`src/rtl/onehot_encoder_8to3.sv`:
```
// onehot_encoder_8to3
//   Sequential 8-to-3 encoder. It captures the line vector n on start and
//   scans the captured copy MSB-first, one bit per clock. It then presents the
//   index of the highest set line on {x,y,z}, together with one-hot, all-zero
//   and multi-hot status flags. Results are held in DONE until ack.
//
// Ports
//   clk    in   clock, rising edge
//   rst    in   asynchronous active-high reset
//   n      in   [7:0] line vector (n[7] -> code 7)
//   start  in   capture request, honoured in IDLE only
//   ack    in   result acknowledge, honoured in DONE only
//   x,y,z  out  code bits 2,1,0 of the highest set line (000 if none)
//   busy   out  high while scanning
//   done   out  high while results are presented
//   onehot out  exactly one captured bit was set
//   none   out  no captured bit was set
//   multi  out  two or more captured bits were set
module onehot_encoder_8to3 (
  input  logic       clk,
  input  logic       rst,
  input  logic [7:0] n,
  input  logic       start,
  input  logic       ack,
  output logic       x,
  output logic       y,
  output logic       z,
  output logic       busy,
  output logic       done,
  output logic       onehot,
  output logic       none,
  output logic       multi
);

  typedef enum logic [1:0] {
    IDLE = 2'd0,
    SCAN = 2'd1,
    DONE = 2'd2
  } state_t;

  state_t      state, state_nx;

  logic [7:0]  cap;
  logic [2:0]  idx;
  logic        hit;
  logic [1:0]  ones;
  logic [2:0]  code;

  logic        bit_set;
  logic        hit_nx;
  logic [1:0]  ones_nx;
  logic [2:0]  code_nx;

  // Set-bit counter that sticks at 2: only 0 / 1 / "two or more" matter.
  function automatic logic [1:0] sat_inc(input logic [1:0] v);
    return (v == 2'd2) ? 2'd2 : v + 2'd1;
  endfunction

  // State register
  always_ff @(posedge clk or posedge rst) begin
    if (rst) state <= IDLE;
    else     state <= state_nx;
  end

  // Next-state logic
  always_comb begin
    state_nx = state;
    case (state)
      IDLE:    if (start)      state_nx = SCAN;
      SCAN:    if (idx == 3'd0) state_nx = DONE;
      DONE:    if (ack)        state_nx = IDLE;
      default:                 state_nx = IDLE;
    endcase
  end

  // One scan step on the current bit. The DONE outputs are loaded from these
  // next values so that bit 0 is included in the result.
  always_comb begin
    bit_set = cap[idx];
    hit_nx  = hit | bit_set;
    code_nx = (bit_set && !hit) ? idx : code;
    ones_nx = bit_set ? sat_inc(ones) : ones;
  end

  // Datapath and registered outputs
  always_ff @(posedge clk or posedge rst) begin
    if (rst) begin
      cap    <= 8'd0;
      idx    <= 3'd7;
      hit    <= 1'b0;
      ones   <= 2'd0;
      code   <= 3'd0;
      x      <= 1'b0;
      y      <= 1'b0;
      z      <= 1'b0;
      busy   <= 1'b0;
      done   <= 1'b0;
      onehot <= 1'b0;
      none   <= 1'b0;
      multi  <= 1'b0;
    end else begin
      case (state)
        IDLE: begin
          if (start) begin
            cap  <= n;
            idx  <= 3'd7;
            hit  <= 1'b0;
            ones <= 2'd0;
            code <= 3'd0;
            busy <= 1'b1;
          end
        end
        SCAN: begin
          hit  <= hit_nx;
          code <= code_nx;
          ones <= ones_nx;
          if (idx != 3'd0) begin
            idx <= idx - 3'd1;
          end else begin
            busy      <= 1'b0;
            done      <= 1'b1;
            {x, y, z} <= hit_nx ? code_nx : 3'd0;
            onehot    <= (ones_nx == 2'd1);
            none      <= (ones_nx == 2'd0);
            multi     <= (ones_nx == 2'd2);
          end
        end
        DONE: begin
          // Code and flags are deliberately left holding after ack.
          if (ack) done <= 1'b0;
        end
        default: begin
          busy <= 1'b0;
          done <= 1'b0;
        end
      endcase
    end
  end

endmodule

```
`config.mk`:
```
export PLATFORM = sky130hd
export DESIGN_NAME = onehot_encoder_8to3
export DESIGN_NICKNAME = d
export VERILOG_FILES = /design/src/rtl/onehot_encoder_8to3.sv
export SDC_FILE = /design/constraint.sdc
export NUM_CORES = 1
export LEC_CHECK = 0
export ABC_AREA = 1
export ABC_CLOCK_PERIOD_IN_PS = 2700
export BUFFER_PORTS_ARGS = -buffer_cell sky130_fd_sc_hd__buf_2
export CAP_MARGIN = 5
export CORE_ASPECT_RATIO = 0.9
export CORE_MARGIN = 2
export CORE_UTILIZATION = 50
export DETAILED_ROUTE_END_ITERATION = 12
export PLACE_DENSITY = 0.77
export SYNTH_ARGS = -nofsm -noshare
export SYNTH_HDL_FRONTEND = slang
export SYNTH_SLANG_ARGS = --single-unit
```
`constraint.sdc`:
```
create_clock -name clk -period 2.7 [get_ports clk]
set_input_delay 0 -clock clk [delete_from_list [all_inputs] [get_ports clk]]
set_output_delay 0 -clock clk [all_outputs]
set_load 0.05 [all_outputs]
```
---- Yosys cells after proc, flatten, opt, wreduce, memory -nomap -nowiden ----
Cells that the tools add are included.
Widths: inputs -> output; s select.
storage, ports and cells
  register bits after elaboration ......... 27
  bits in latches ......................... 0
  memory bits (writable) .................. 0
  ROM bits ................................ 0
  bits of input ports ..................... 12
  output and inout bits ................... 8
  word-level logic and storage cells ...... 70
  memories ................................ 0
cells by class
  add/subtract/negate cells ............... 2
  multipliers ............................. 0
  div/mod/pow operators ................... 0
  order comparisons ....................... 1
  eq/ne operators ......................... 10
  shifts and indexed selects .............. 0
  multiplexer cells ....................... 25
  bitwise gates (word level) .............. 4
  reduce and logical (&&, ||, !) cells .... 14
operator list
  kind                 number
  $mux 3               5
  $mux 2               6
  $pmux 3 s2           2
  $reduce_and 3->1     4
  $ne 2x2->1 const B   5
  $eq 2x2->1 const B   3
  $mux 1               6
  $pmux 1 s3           2
  $pmux 2 s3           1
  $reduce_and 2->1     3
  $eq 2x1->1 const B   2
  $logic_not 2->1      2
  $lt 3x4->1 const B   1
  $pmux 2 s2           1
  $bmux 1 s3           1
  $logic_not 3->1      1
  $not 1->1            3
  $reduce_bool 3->1    1
  $sub 3x1->3 const B  1
  $add 2x1->2 const B  1
  $pmux 1 s2           1
  $reduce_bool 2->1    1
  $logic_and 1x1->1    1
  $logic_not 1->1      1
  $or 1x1->1           1

---- Depth between registers and ports, before layout ----
  word-level depth ........................ 5
  mapped depth ............................ 9
  depth with buffers taken out ............ 9

---- Least setup slack after synthesis ----
Ideal clock, no wire load.
  path type ............................... register -> register
  start ................................... reg idx[0]
  end ..................................... reg multi
  setup time .............................. 0.118 ns
  arrival time ............................ 1.216 ns
  data required time ...................... 2.582 ns
  slack ................................... 1.367 ns
  stages on the path, launching flop included .. 10
  path buffers ............................ 0
  period minus slack after synthesis ...... 1.333 ns
  cells stage by stage .................... dfstp_2 inv_2 nand2_1 nand3_2 nand3_4 nand2_4 nand2_2 nand2_2 nand3_1 nand2_1
on the way
  word-level cells in the longest chain between the ends .. 4
  elaborated cells on any way between the ends .. 7
  classes of those cells .................. 1 x eq/ne; 3 x mux; 1 x bitwise; 2 x reduce/logical
ends and longest elaborated chain
  element                       RTL line  RTL
  start: declaration            44        logic [2:0] idx;
  start signal: assignment      118       idx <= idx - 3'd1;
  $bmux 1 s3                    79        bit_set = cap[idx];
  $mux 1 (not written as such)  79
  $mux 2                        82        ones_nx = bit_set ? sat_inc(ones) : ones;
  $eq 2x2->1                    125       multi <= (ones_nx == 2'd2);
  end signal: assignment        125
  end: declaration              32        output logic multi
Several ways; a longest one is shown, not always the timed one. The select of a mux whose other input is x is not followed.
A chain may end at the register's enable or synchronous reset.

---- Worst setup path in the final report ----
  start ................................... reg idx[0]
  end ..................................... reg none
on the way
  word-level cells in the longest chain between the ends .. 4
  elaborated cells on any way between the ends .. 7
  classes of those cells .................. 3 x mux; 1 x bitwise; 3 x reduce/logical
ends and longest elaborated chain
  element                       RTL line  RTL
  $bmux 1 s3                    79
  $mux 1 (not written as such)  79
  $mux 2                        82
  $logic_not 2->1               124       none <= (ones_nx == 2'd0);
  end signal: assignment        124
  end: declaration              31        output logic none,
Several ways; a longest one is shown, not always the timed one. The select of a mux whose other input is x is not followed.

==> metrics.cfg <==
[status]
status=finished clean

[yosys]
yosys.cell_count.top_type=nand2_1
netlist_area_mm2=0.00139
synth_seq_area_share=0.488
yosys.cell_types.count=25
synth_nets=177
synth_area_per_cell_um2=8.59
yosys-top-cells-area=dfrtp_1, nand2_1, dfstp_2
synthCells=162
synth_edf_count=0
synth_top_area_frac=0.432
yosys_warnings=0
synth_fa_ha_area_frac=0.0270
synthXorXnorAreaFrac=0.00629
ys.flop_type=dfrtp_1
synth_area_leader_cell=dfrtp_1
synth_compound_area_frac=0.0908
synthTopCellsByCount=nand2_1, dfrtp_1, inv_1
synth-simple-area-share=0.324
async_flop_share=1.00
synth_seq_cells=27
synthMuxAreaShare=0
synth_top_family_by_area=simple AND/OR/NAND/NOR gates

[detailed_routing]
routed_via_density=5.08
drt-pass1-iter-count=4
drc=0
first_iter_violations=57
wl_um=2630
vias=1137
wl_per_cell_um=11.7
ant_nets=0

[sta]
finalHoldViolations=0
setup_viol=0
slew_headroom=0.340
worst_pin_slew_ns=0.989
min_period_over_period=0.551
fin_worst_skew_ns=0.00195
fmax_mhz=673
slew_viol_final=0
period_minus_slack_ns=1.49
rsz0062_at_grt=false
tns_ns=0

[clock_network]
cts_tree=built
clockBufferDepth=2
cts_setup_buffers=0
postCtsHoldBufs=10
clockRootBuffer=clkbuf_4
cts.clk_slew.worst_paths_ns=0.14
clkLatencyLatePin_ns=0.33
cts_buffers=3
cts_resized=0
clock_sinks=27
ctsHtreeMaxLevel=1

[worst_hold_path]
hold_start=start
min_to=busy
whs_path_depth=4
holdCritPathClass=primary input to register

[floorplanning]
die_x_um=59.6
start_util=0.515
num_rows=18
fp.dieH_um=54.0
coreArea_mm2=0.00270
dieArea_mm2=0.00322
pin_count=20

[global_route]
grt_antenna_before_repair=0
track_usage=0.186
grt_pass1_wl_um=4470
grt_max_degree=28
grt_overflow=0
first_global_vias=1040

[setup_path]
r2r-start=idx[0]
r2r_end=none
worstRegToRegCells=9
endpoint_kind=register
path_class=register to register
r2r_slack_ns=1.21
cp-start-kind=register
worst_ep_arrival_time_ns=1.72
required_ns=2.94
worstPathMaxFanout=9

[layout]
drive_gt1_frac=0.268
area.growth.synth_to_final_pct=18.3
diodes=0
n_fill_cell=242
fin_nets=210

[placement]
dp_hpwl_um=1880
portBuffers=19
gp_congestion=0.762

[pwr]
ir_drop_mv=0.551
power.total_w=0.00204
p_leak_nw=0.875
p_per_area_mw_per_mm2=1240

[flow_run]
maxCapViolCount=0

[flip-flops by register name (all words and copies together), names as in the netlist]
signal and cells:
busy 1, y 1, none 1, z 1, done 1, state 2
ones 2, onehot 1, code 3, multi 1, cap 8, idx 3
hit 1, x 1
[report_power, final]
part	internal [W]	switching (W)	leakage [nW]
combinational	0.000371	0.000801	0.527
sequential	0.000596	0.000104	0.333
clock	0.0000580	0.000116	0.0150
[cell usage in the layout (no fill, tap or decap), types with 4 or more instances in the layout]
cell type	n
nand3_1	6
o21ai_0	12
nand2_2	7
nand2_1	55
buf_2	19
nand3_2	5
inv_2	5
inv_1	16
nor2_1	4
dfrtp_1	24
a21oi_1	4
dlygate4sd3_1	10
[stage by stage]
stage | area (um2) | hold WS (ns) | util | cells | setup WS (ns)
floorplan | 1390 | 0.0505 | - | 162 | 1.37
global placement | 1520 | 0.207 | 0.563 | 210 | 1.28
detailed placement | 1520 | 0.212 | 0.563 | 210 | 1.24
CTS | 1650 | 0.0145 | 0.609 | 224 | 1.22
global route | 1650 | 0.0139 | 0.609 | 224 | 1.10
finish | 1650 | 0.0188 | 0.609 | 224 | 1.21
[kinds of logic (layout without fill, tap and decap cells)]
family | count (synthesis) | in the layout
AND/OR/NAND/NOR | 87 | 87
adder cells (fa/ha/maj) | 3 | 3
buffers and inverters | 23 | 55
flip-flops | 27 | 27
AO/OA/AOI/OAI | 21 | 21
XOR/XNOR | 1 | 1
[worst max path at each step]
| stage | startpoint | end | depth (start not counted) |
|---|---|---|---|
| 2_1_floorplan | idx[0] | multi | 9 |
| 3_3_place_gp | idx[0] | none | 9 |
| 3_5_place_dp | idx[0] | none | 9 |
| 4_1_cts | idx[0] | none | 9 |
| 5_1_grt | idx[0] | idx[0] | 7 |
| 6_report | idx[0] | none | 9 |
[critical path, cell delays in order (launching register included)]
cell	delay, ns
dfstp_2	0.61
inv_2	0.09
nand2_1	0.10
nand3_2	0.08
nand3_4	0.13
nand2_4	0.10
nand2_2	0.07
nand2_2	0.07
nand3_1	0.09
nand2_1	0.05
[final cells by class]
class	instances	area, um2	share of cell area
repair buffers	29	195	0.119
flip-flops and latches	27	679	0.413
clock buffers	4	26.3	0.0160
inverters	22	85.1	0.0517
well taps	30	37.5	0.0228
multi-input cells	112	623	0.378
[routing by layer]
layer	share of wire	wire length, um	up-vias	GRT usage
met1	0.47	1240	545	0.253
met4	0.011	29	0	0.0741
met2	0.49	1300	11	0.297
met5	0	0	-	0
li1	-	-	579	-
met3	0.021	54	2	0.0313
No activity file was read; power rests on OpenSTA's default activity.
